File: config.mk
export PLATFORM = sky130hd
export DESIGN_NAME = aux_req_arbiter
export DESIGN_NICKNAME = d
export VERILOG_FILES = /design/src/rtl/aux_req_arbiter.sv
export SDC_FILE = /design/constraint.sdc
export NUM_CORES = 1
export LEC_CHECK = 0
export BUFFER_PORTS_ARGS = -buffer_cell sky130_fd_sc_hd__buf_2
export CAP_MARGIN = 20
export CORE_UTILIZATION = 55
export DETAILED_ROUTE_END_ITERATION = 8
export HOLD_SLACK_MARGIN = 0.15
export PLACE_DENSITY = 0.8
export RECOVER_POWER = 100
export SETUP_SLACK_MARGIN = 0.3
export SLEW_MARGIN = 0
export SYNTH_ARGS = -nofsm -noshare
export SYNTH_HDL_FRONTEND = slang
export SYNTH_SLANG_ARGS = --single-unit
File: constraint.sdc
create_clock -name clk -period 3 [get_ports clk]
set_input_delay 0.15 -clock clk [delete_from_list [all_inputs] [get_ports clk]]
set_output_delay 0.15 -clock clk [all_outputs]
set_load 0.1 [all_outputs]
File: src/rtl/aux_req_arbiter.sv
// aux_req_arbiter
//   Shares the single AUX CTRL request port between three link-training
//   requesters (LPM native, CR FSM, EQ FSM). Each requester has a one-deep
//   pending slot. One owner at a time is issued to AUX CTRL as a one-cycle
//   valid pulse. The ack, failure or timeout response is routed back to the
//   owner only, and then the port is released.
//
//   Build option: define AUX_ARB_RR_EN for round-robin arbitration.
//   Without it, arbitration is fixed priority LPM > CR > EQ.
//
// Ports
//   clk, rst_n              clock, asynchronous active-low reset
//   {lpm,cr,eq}_*           request pulse and payload {cmd, address, len, data}
//   ctrl_ack_flag           AUX CTRL ack input
//   ctrl_native_failed      AUX CTRL failure input
//   ctrl_*                  registered issue pulse and payload to AUX CTRL
//   {lpm,cr,eq}_ack_flag    routed ack pulses
//   {lpm,cr,eq}_native_failed routed failure pulses
//   arb_busy                high while the port is owned
//   arb_owner               current owner (0 LPM, 1 CR, 2 EQ, 3 none)
//   timeout_err             one-cycle pulse when no response arrives in time
//   req_ovf                 per-requester pulse when a request is dropped
module aux_req_arbiter #(
    parameter int unsigned TIMEOUT_CYC = 1023,
    parameter int unsigned TO_W        = 16
) (
    input  logic        clk,
    input  logic        rst_n,
    input  logic        lpm_transaction_vld,
    input  logic        cr_transaction_vld,
    input  logic        eq_transaction_vld,
    input  logic [1:0]  lpm_cmd,
    input  logic [1:0]  cr_cmd,
    input  logic [1:0]  eq_cmd,
    input  logic [19:0] lpm_address,
    input  logic [19:0] cr_address,
    input  logic [19:0] eq_address,
    input  logic [7:0]  lpm_len,
    input  logic [7:0]  cr_len,
    input  logic [7:0]  eq_len,
    input  logic [7:0]  lpm_data,
    input  logic [7:0]  cr_data,
    input  logic [7:0]  eq_data,
    input  logic        ctrl_ack_flag,
    input  logic        ctrl_native_failed,
    output logic        ctrl_transaction_vld,
    output logic [1:0]  ctrl_cmd,
    output logic [19:0] ctrl_address,
    output logic [7:0]  ctrl_len,
    output logic [7:0]  ctrl_data,
    output logic        lpm_ack_flag,
    output logic        cr_ack_flag,
    output logic        eq_ack_flag,
    output logic        lpm_native_failed,
    output logic        cr_native_failed,
    output logic        eq_native_failed,
    output logic        arb_busy,
    output logic [1:0]  arb_owner,
    output logic        timeout_err,
    output logic [2:0]  req_ovf
);

    localparam logic [1:0] StIdle  = 2'd0;
    localparam logic [1:0] StIssue = 2'd1;
    localparam logic [1:0] StWait  = 2'd2;

    localparam logic [1:0]      OwnerNone = 2'd3;
    localparam logic [TO_W-1:0] CntLast   = TO_W'(TIMEOUT_CYC - 1);

    // Payload packing: {cmd[37:36], address[35:16], len[15:8], data[7:0]}
    logic [2:0]       req_vld;
    logic [2:0][37:0] req_in;

    assign req_vld   = {eq_transaction_vld, cr_transaction_vld, lpm_transaction_vld};
    assign req_in[0] = {lpm_cmd, lpm_address, lpm_len, lpm_data};
    assign req_in[1] = {cr_cmd, cr_address, cr_len, cr_data};
    assign req_in[2] = {eq_cmd, eq_address, eq_len, eq_data};

    logic [1:0]       state_q, state_d;
    logic [1:0]       owner_q, owner_d;
    logic [TO_W-1:0]  cnt_q, cnt_d;
    logic [2:0]       pend_q, pend_d;
    logic [2:0][37:0] slot_q, slot_d;
    logic [37:0]      payload_q, payload_d;
    logic             issue_q, issue_d;
    logic [2:0]       ack_q, ack_d;
    logic [2:0]       fail_q, fail_d;
    logic             to_q, to_d;
    logic [2:0]       ovf_q, ovf_d;
    logic [2:0]       owner_oh;
    logic [2:0]       rel;
    logic [1:0]       win;

`ifdef AUX_ARB_RR_EN
    // Index of the requester the next search starts from.
    logic [1:0] ptr_q, ptr_d;

    always_comb begin
        win = 2'd0;
        unique case (ptr_q)
            2'd1:    win = pend_q[1] ? 2'd1 : (pend_q[2] ? 2'd2 : 2'd0);
            2'd2:    win = pend_q[2] ? 2'd2 : (pend_q[0] ? 2'd0 : 2'd1);
            default: win = pend_q[0] ? 2'd0 : (pend_q[1] ? 2'd1 : 2'd2);
        endcase
    end
`else
    always_comb begin
        win = pend_q[0] ? 2'd0 : (pend_q[1] ? 2'd1 : 2'd2);
    end
`endif

    always_comb begin
        owner_oh = 3'b000;
        unique case (owner_q)
            2'd0:    owner_oh = 3'b001;
            2'd1:    owner_oh = 3'b010;
            2'd2:    owner_oh = 3'b100;
            default: owner_oh = 3'b000;
        endcase
    end

    always_comb begin
        state_d   = state_q;
        owner_d   = owner_q;
        cnt_d     = cnt_q;
        pend_d    = pend_q;
        slot_d    = slot_q;
        payload_d = payload_q;
        issue_d   = 1'b0;
        ack_d     = 3'b000;
        fail_d    = 3'b000;
        to_d      = 1'b0;
        ovf_d     = 3'b000;
        rel       = 3'b000;
`ifdef AUX_ARB_RR_EN
        ptr_d     = ptr_q;
`endif

        case (state_q)
            StIdle: begin
                if (|pend_q) begin
                    owner_d   = win;
                    payload_d = slot_q[win];
                    issue_d   = 1'b1;
                    state_d   = StIssue;
`ifdef AUX_ARB_RR_EN
                    ptr_d     = (win == 2'd2) ? 2'd0 : win + 2'd1;
`endif
                end
            end
            StIssue: begin
                cnt_d   = '0;
                state_d = StWait;
            end
            StWait: begin
                if (ctrl_native_failed) begin
                    fail_d = owner_oh;
                    rel    = owner_oh;
                end else if (ctrl_ack_flag) begin
                    ack_d = owner_oh;
                    rel   = owner_oh;
                end else if (cnt_q == CntLast) begin
                    fail_d = owner_oh;
                    to_d   = 1'b1;
                    rel    = owner_oh;
                end else begin
                    cnt_d = cnt_q + TO_W'(1);
                end
                if (|rel) begin
                    owner_d = OwnerNone;
                    state_d = StIdle;
                end
            end
            default: begin
                owner_d = OwnerNone;
                state_d = StIdle;
            end
        endcase

        // A new request in the release cycle wins over the clear.
        for (int i = 0; i < 3; i++) begin
            if (req_vld[i] && (!pend_q[i] || rel[i])) begin
                pend_d[i] = 1'b1;
                slot_d[i] = req_in[i];
            end else if (req_vld[i]) begin
                ovf_d[i] = 1'b1;
            end else if (rel[i]) begin
                pend_d[i] = 1'b0;
            end
        end
    end

    always_ff @(posedge clk or negedge rst_n) begin
        if (!rst_n) begin
            state_q   <= StIdle;
            owner_q   <= OwnerNone;
            cnt_q     <= '0;
            pend_q    <= 3'b000;
            slot_q    <= '0;
            payload_q <= '0;
            issue_q   <= 1'b0;
            ack_q     <= 3'b000;
            fail_q    <= 3'b000;
            to_q      <= 1'b0;
            ovf_q     <= 3'b000;
        end else begin
            state_q   <= state_d;
            owner_q   <= owner_d;
            cnt_q     <= cnt_d;
            pend_q    <= pend_d;
            slot_q    <= slot_d;
            payload_q <= payload_d;
            issue_q   <= issue_d;
            ack_q     <= ack_d;
            fail_q    <= fail_d;
            to_q      <= to_d;
            ovf_q     <= ovf_d;
        end
    end

`ifdef AUX_ARB_RR_EN
    always_ff @(posedge clk or negedge rst_n) begin
        if (!rst_n) begin
            ptr_q <= 2'd0;
        end else begin
            ptr_q <= ptr_d;
        end
    end
`endif

    assign ctrl_transaction_vld = issue_q;
    assign ctrl_cmd             = payload_q[37:36];
    assign ctrl_address         = payload_q[35:16];
    assign ctrl_len             = payload_q[15:8];
    assign ctrl_data            = payload_q[7:0];
    assign lpm_ack_flag         = ack_q[0];
    assign cr_ack_flag          = ack_q[1];
    assign eq_ack_flag          = ack_q[2];
    assign lpm_native_failed    = fail_q[0];
    assign cr_native_failed     = fail_q[1];
    assign eq_native_failed     = fail_q[2];
    assign arb_busy             = (state_q != StIdle);
    assign arb_owner            = owner_q;
    assign timeout_err          = to_q;
    assign req_ovf              = ovf_q;

endmodule

-- After elaboration in Yosys (flattened, before gate mapping)
Index checks and enable logic that the tools add are counted.
- bits of input ports: 121
- logic and storage cells: 103
- output and inout port bits: 52
- register bits: 186
- add/subtract/negate cells: 1
- mux-type cells: 47
- eq/ne operators: 13
- reduce and logical (&&, ||, !) cells: 25
- bitwise gates (word level): 1
- $lt $le $gt $ge: 1
- operators by type and width (cell ; number):
    38-bit binary-select mux with 2-bit select ; 1
    16-bit 2-to-1 mux ; 3
    38-bit 2-to-1 mux ; 1
    3-bit 2-to-1 mux ; 11
    16-bit case mux with 2 select lines ; 1
    1-bit 2-to-1 mux ; 21
    16-bit by 1-bit adder with 16-bit output (second input constant) ; 1
    16-bit by 10-bit == test with 1-bit output (second input constant) ; 1
    2-bit 2-to-1 mux ; 6
    2-bit case mux with 3 select lines ; 2
    2-bit inequality test (second input constant) ; 5
    2-bit AND reduction ; 5
    2-bit nonzero test ; 5
    3-bit case mux with 3 select lines ; 1
    2-bit by 1-bit inequality test with 1-bit output (second input constant) ; 3
    3-bit OR reduction ; 2
    2-bit by 1-bit == test with 1-bit output (second input constant) ; 2
    2-bit == test (second input constant) ; 2
    2-bit zero test ; 2
    4-bit AND reduction ; 1
    1-bit logical AND ; 3
    1-bit zero test ; 3
    1-bit logical OR ; 3
    2-bit by 3-bit < comparator with 1-bit output (second input constant) ; 1
    other kinds (2) ; 2

-- Depth between registers and ports, before layout
- word-level depth: 11
- depth in mapped cells: 9

-- Worst setup path before layout
Ideal clock, no wire load.
- path type: reg-to-reg
- from: register cnt_q[0]
- to: register slot_q[45] (netlist name)
- data required time: 2.875 ns
- buffers on the path: 2
- setup time: 0.125 ns
- slack: 0.793 ns
- stages on the path, launching flop included: 10
- arrival: 2.081 ns
- cells stage by stage: dfrtp_1 > inv_1 > ha_1 > or4b_1 > nand4b_4 > a21oi_1 > o21ai_1 > buf_6 > buf_6 > mux2_4
- word-level cells in the longest chain between the ends: 8
- ends and longest elaborated chain (element ; RTL line ; text):
    start, declared ; 81 ; logic [TO_W-1:0] cnt_q, cnt_d;
    start signal, assigned ; 209 ; cnt_q <= cnt_d;
    16-bit by 10-bit == test with 1-bit output ; 162 ; end else if (cnt_q == CntLast) begin
    3-bit 2-to-1 mux ; 162 ;
    3-bit 2-to-1 mux ; 159 ; end else if (ctrl_ack_flag) begin
    3-bit 2-to-1 mux ; 156 ; if (ctrl_native_failed) begin
    3-bit 2-to-1 mux (2 in a row) ; 139 ; case (state_q)
    1-bit logical OR ; 182 ; if (req_vld[i] && (!pend_q[i] || rel[i])) begin
    1-bit logical AND ; 182 ;
    end signal, assigned ; 211 ; slot_q <= slot_d;
    end, declared ; 83 ; logic [2:0][37:0] slot_q, slot_d;
Every way passes these cells. The select of a mux whose other input is x is not followed.
A chain may end at the register's enable or synchronous reset.

-- Final worst setup path
- from: register cnt_q[0]
- to: register slot_q[51] (netlist name)
Same word-level chain as after synthesis.

==> flow_metrics.py <==
metrics = {
    "clock_network": {
        "htreeDepth": 4,
        "cts_sinks": 186,
        "cts_tree": "built",
        "cts-root-buf": "clkbuf_16",
        "cts.clk_slew.worst_paths_ns": 0.07,
        "cts_buffers": 17,
        "clkLatencyLatePin_ns": 0.43,
        "clock_path_buffers": 2,
    },
    "yosys": {
        "ys_ff_latch": 186,
        "synth_top_area_frac": 0.5643,
        "synth-edff-count": 0,
        "async_flop_share": 1.000,
        "synth_cell_types": 38,
        "synth_nets": 782,
        "synthCells": 659,
        "synth.area.top_cells": "dfrtp_1 (56%), mux2_4 (11%), mux2_2 (7.5%)",
        "ys_seq_area_frac": 0.5708,
        "yosysWarnings": 0,
        "synth.largest_area_cell": "dfrtp_1",
        "synth.avg_cell_area_sq_um": 12.38,
        "yosys_most_used_dff": "dfrtp_1",
        "syn_area_sq_um": 8159,
    },
    "power_and_ir_drop": {
        "power.density_nw_per_um2": 1075,
        "peakVddDrop_uv": 895.6,
        "power_leakage_nw": 5.247,
    },
    "setup_path": {
        "r2r_setup_slack_ns": 0.22,
        "cp_top_family": "simple AND/OR/NAND/NOR gates",
        "crit_fanout": 25,
        "worstReg2RegEnd": "slot_q[51]$_DFFE_PN0P_",
        "critPathKind": "flop to flop",
        "slowest_stage": "or4b_1",
        "cp.arrival_ns": 3.08,
        "worstPathCellList": "inv_1, ha_1, or4b_1, nand4b_4, a21oi_1, o21ai_1, buf_12, mux2_1",
        "max_stage_delay_ns": 0.53,
        "cp-end-kind": "flop",
        "critPathRequiredTime_ns": 3.31,
        "reg2reg_depth": 8,
        "cp.buffers_inverters": 2,
        "timing.rr.start": "cnt_q[0]$_DFFE_PN0P_",
        "startpoint_type": "flop",
    },
    "floorplan": {
        "die_h_um": 123.8,
        "io_pins": 173,
        "start_util": 0.5635,
        "die-area_sq_um": 15330,
        "core-area_sq_um": 14480,
        "fp-row-count": 44,
        "die_x_um": 123.8,
    },
    "global_routing": {
        "grt_antenna_before_repair": 3,
        "grt_pass1_vias": 6822,
        "gr-total-overflow": 0,
        "grt_use_total": 0.3232,
        "grt_pass1_wl_mm": 35.94,
        "grt_max_degree": 81,
    },
    "cells_and_area": {
        "area.growth.synth_to_final_pct": 32.79,
        "drive_above_1_share": 0.2446,
        "fin_nets": 1081,
    },
    "detailed_routing": {
        "drc": 0,
        "vias": 6559,
        "drt-wirelength-per-cell_um": 20.48,
        "drtAntennaViolNets": 0,
        "wirelength_mm": 23.68,
        "first_pass_iters": 7,
        "first_iter_violations": 477,
        "vias_per_cell": 5.674,
    },
    "timing": {
        "period_share": 0.9253,
        "min_period_ns": 2.776,
        "setup_violations": 0,
        "fin_hold_ws_ns": 0.4755,
        "max_slew.worst_pin.slew_ns": 1.967,
        "relSlewSlack": -0.3111,
        "rsz0062_at_grt": "no",
        "fmax_mhz": 360.3,
        "fin_skew_ns": 0.01110,
        "slew_viol_final": 80,
        "hold_violations": 0,
        "fin_setup_tns_ns": 0,
    },
    "place": {
        "numPortBuffers": 172,
        "gp_congestion": 0.8933,
        "dp_hpwl_mm": 12.63,
    },
    "job": {
        "maxCapViolations": 1,
    },
    "worst_hold_path": {
        "holdCritStartpoint": "lpm_address[16]",
        "min_path_cells": 3,
        "hold_end": "slot_q[32]$_DFFE_PN0P_",
        "hp-class": "input port to flop",
    },
    "run_status": {
        "violations": "capacitance limit, slew limit",
        "status": "finished, violations left",
    },
}
## flip-flops by register name, indices dropped and copies added (netlist names)
signal / flops
req_ovf: 3
ctrl_transaction_vld: 1
ack_q: 3
timeout_err: 1
arb_owner: 2
pend_q: 3
fail_q: 3
cnt_q: 16
state_q: 2
payload_q: 38
slot_q: 114
## Yosys cell counts (2+ instances only)
| cell type | number |
|---|---|
| a21o_1 | 2 |
| a21oi_1 | 53 |
| a31oi_1 | 2 |
| and2_1 | 2 |
| and3_1 | 4 |
| and4_1 | 2 |
| buf_1 | 3 |
| buf_2 | 3 |
| buf_6 | 9 |
| clkbuf_1 | 20 |
| dfrtp_1 | 184 |
| dfstp_2 | 2 |
| ha_1 | 2 |
| inv_1 | 12 |
| mux2_2 | 54 |
| mux2_4 | 60 |
| mux2i_1 | 42 |
| nand2_1 | 53 |
| nand2b_1 | 3 |
| nand3_1 | 11 |
| nand3b_1 | 3 |
| nor2_1 | 60 |
| nor2b_1 | 2 |
| nor3_1 | 3 |
| nor4_1 | 2 |
| o21ai_0 | 48 |
| o21ai_1 | 3 |
| or3_1 | 4 |
| xnor2_1 | 2 |
## worst max path at each step
stage,slack [ns],start,to,depth (start not counted)
after floorplan,0.79,cnt_q[0]$_DFFE_PN0P_,slot_q[45]$_DFFE_PN0P_,9
after global placement,0.48,cnt_q[0]$_DFFE_PN0P_,slot_q[35]$_DFFE_PN0P_,8
after detailed placement,0.42,cnt_q[0]$_DFFE_PN0P_,slot_q[37]$_DFFE_PN0P_,8
after CTS,0.38,cnt_q[0]$_DFFE_PN0P_,slot_q[50]$_DFFE_PN0P_,8
after global routing,0.15,state_q[0]$_DFFE_PN0P_,cnt_q[9]$_DFFE_PN0P_,5
final,0.22,cnt_q[0]$_DFFE_PN0P_,slot_q[51]$_DFFE_PN0P_,8
## worst min-delay path: cells and delay by family
kind | cells | cell delay, ns
buf+inv | 2 | 0.60
mux | 1 | 0.11
## routing by layer
layer	GRT usage	part of all wire	vias up
li1	-	-	2886
met1	0.3687	0.37	3193
met2	0.5486	0.51	364
met3	0.07418	0.063	116
met4	0.2033	0.053	0
met5	0	0	-
## area by class of cell
type	instances	area (sq um)
Timing Repair Buffer	315	2187
Inverter	12	45.04
Clock inverter	7	166.4
Fill cell	955	3645
Tap cell	184	230.2
Multi-Input combinational cell	426	3080
Clock buffer	23	457.9
Sequential cell	186	4659
Antenna cell	3	7.507
## layout by cell type (no fill, tap or decap), types with 4 or more instances in the layout
| master | n |
|---|---|
| a21oi_1 | 53 |
| and3_1 | 4 |
| buf_2 | 118 |
| buf_4 | 8 |
| bufinv_16 | 5 |
| clkbuf_1 | 62 |
| clkbuf_16 | 17 |
| clkbuf_2 | 4 |
| clkbuf_4 | 4 |
| dfrtp_1 | 182 |
| dlygate4sd3_1 | 120 |
| inv_1 | 12 |
| mux2_1 | 49 |
| mux2_2 | 54 |
| mux2_4 | 11 |
| mux2i_1 | 42 |
| nand2_1 | 53 |
| nand3_1 | 11 |
| nor2_1 | 60 |
| o21ai_0 | 48 |
| or3_1 | 4 |
## where the power goes
part	switching [mW]	internal [mW]	total (mW)
Sequential	0.715	3.61	4.33
Combinational	3.47	1.41	4.89
Clock	0.942	1.50	2.44
## through the flow
| stage | instance area (sq um) | utilization | worst slack, ns | std cells | total power, mW |
|---|---|---|---|---|---|
| CTS | 11030 | 0.7618 | 0.3771 | 1140 | 11.77 |
| finish | 10830 | 0.7483 | 0.2242 | 1156 | 11.65 |
| global route | 10830 | 0.7483 | 0.1533 | 1156 | 12.15 |
| floorplan | 8159 | - | 0.7935 | 659 | 8.231 |
| detailed placement | 9204 | 0.6357 | 0.4205 | 990 | 9.226 |
| global placement | 9204 | 0.6357 | 0.4847 | 990 | 9.015 |
## kinds of logic after synthesis
family                     Yosys count  share of synthesized area
DFF                                186                     0.5708
buffers and inverters               47                    0.03036
xor gates and xnor gates             3                   0.003221
adders and majority gates            2                   0.003067
and+or+nand+nor                    154                    0.08603
muxes                              156                     0.2365
AOI/OAI and AO/OA                  111                    0.07008
## timing repair
action	in CTS	in global routing
hold buffers	120	0
resized for setup	0	4
setup buffers	0	13
hold endpoints to repair	202	0
setup endpoints to repair	0	86
Power figures use the tool's default switching activity.
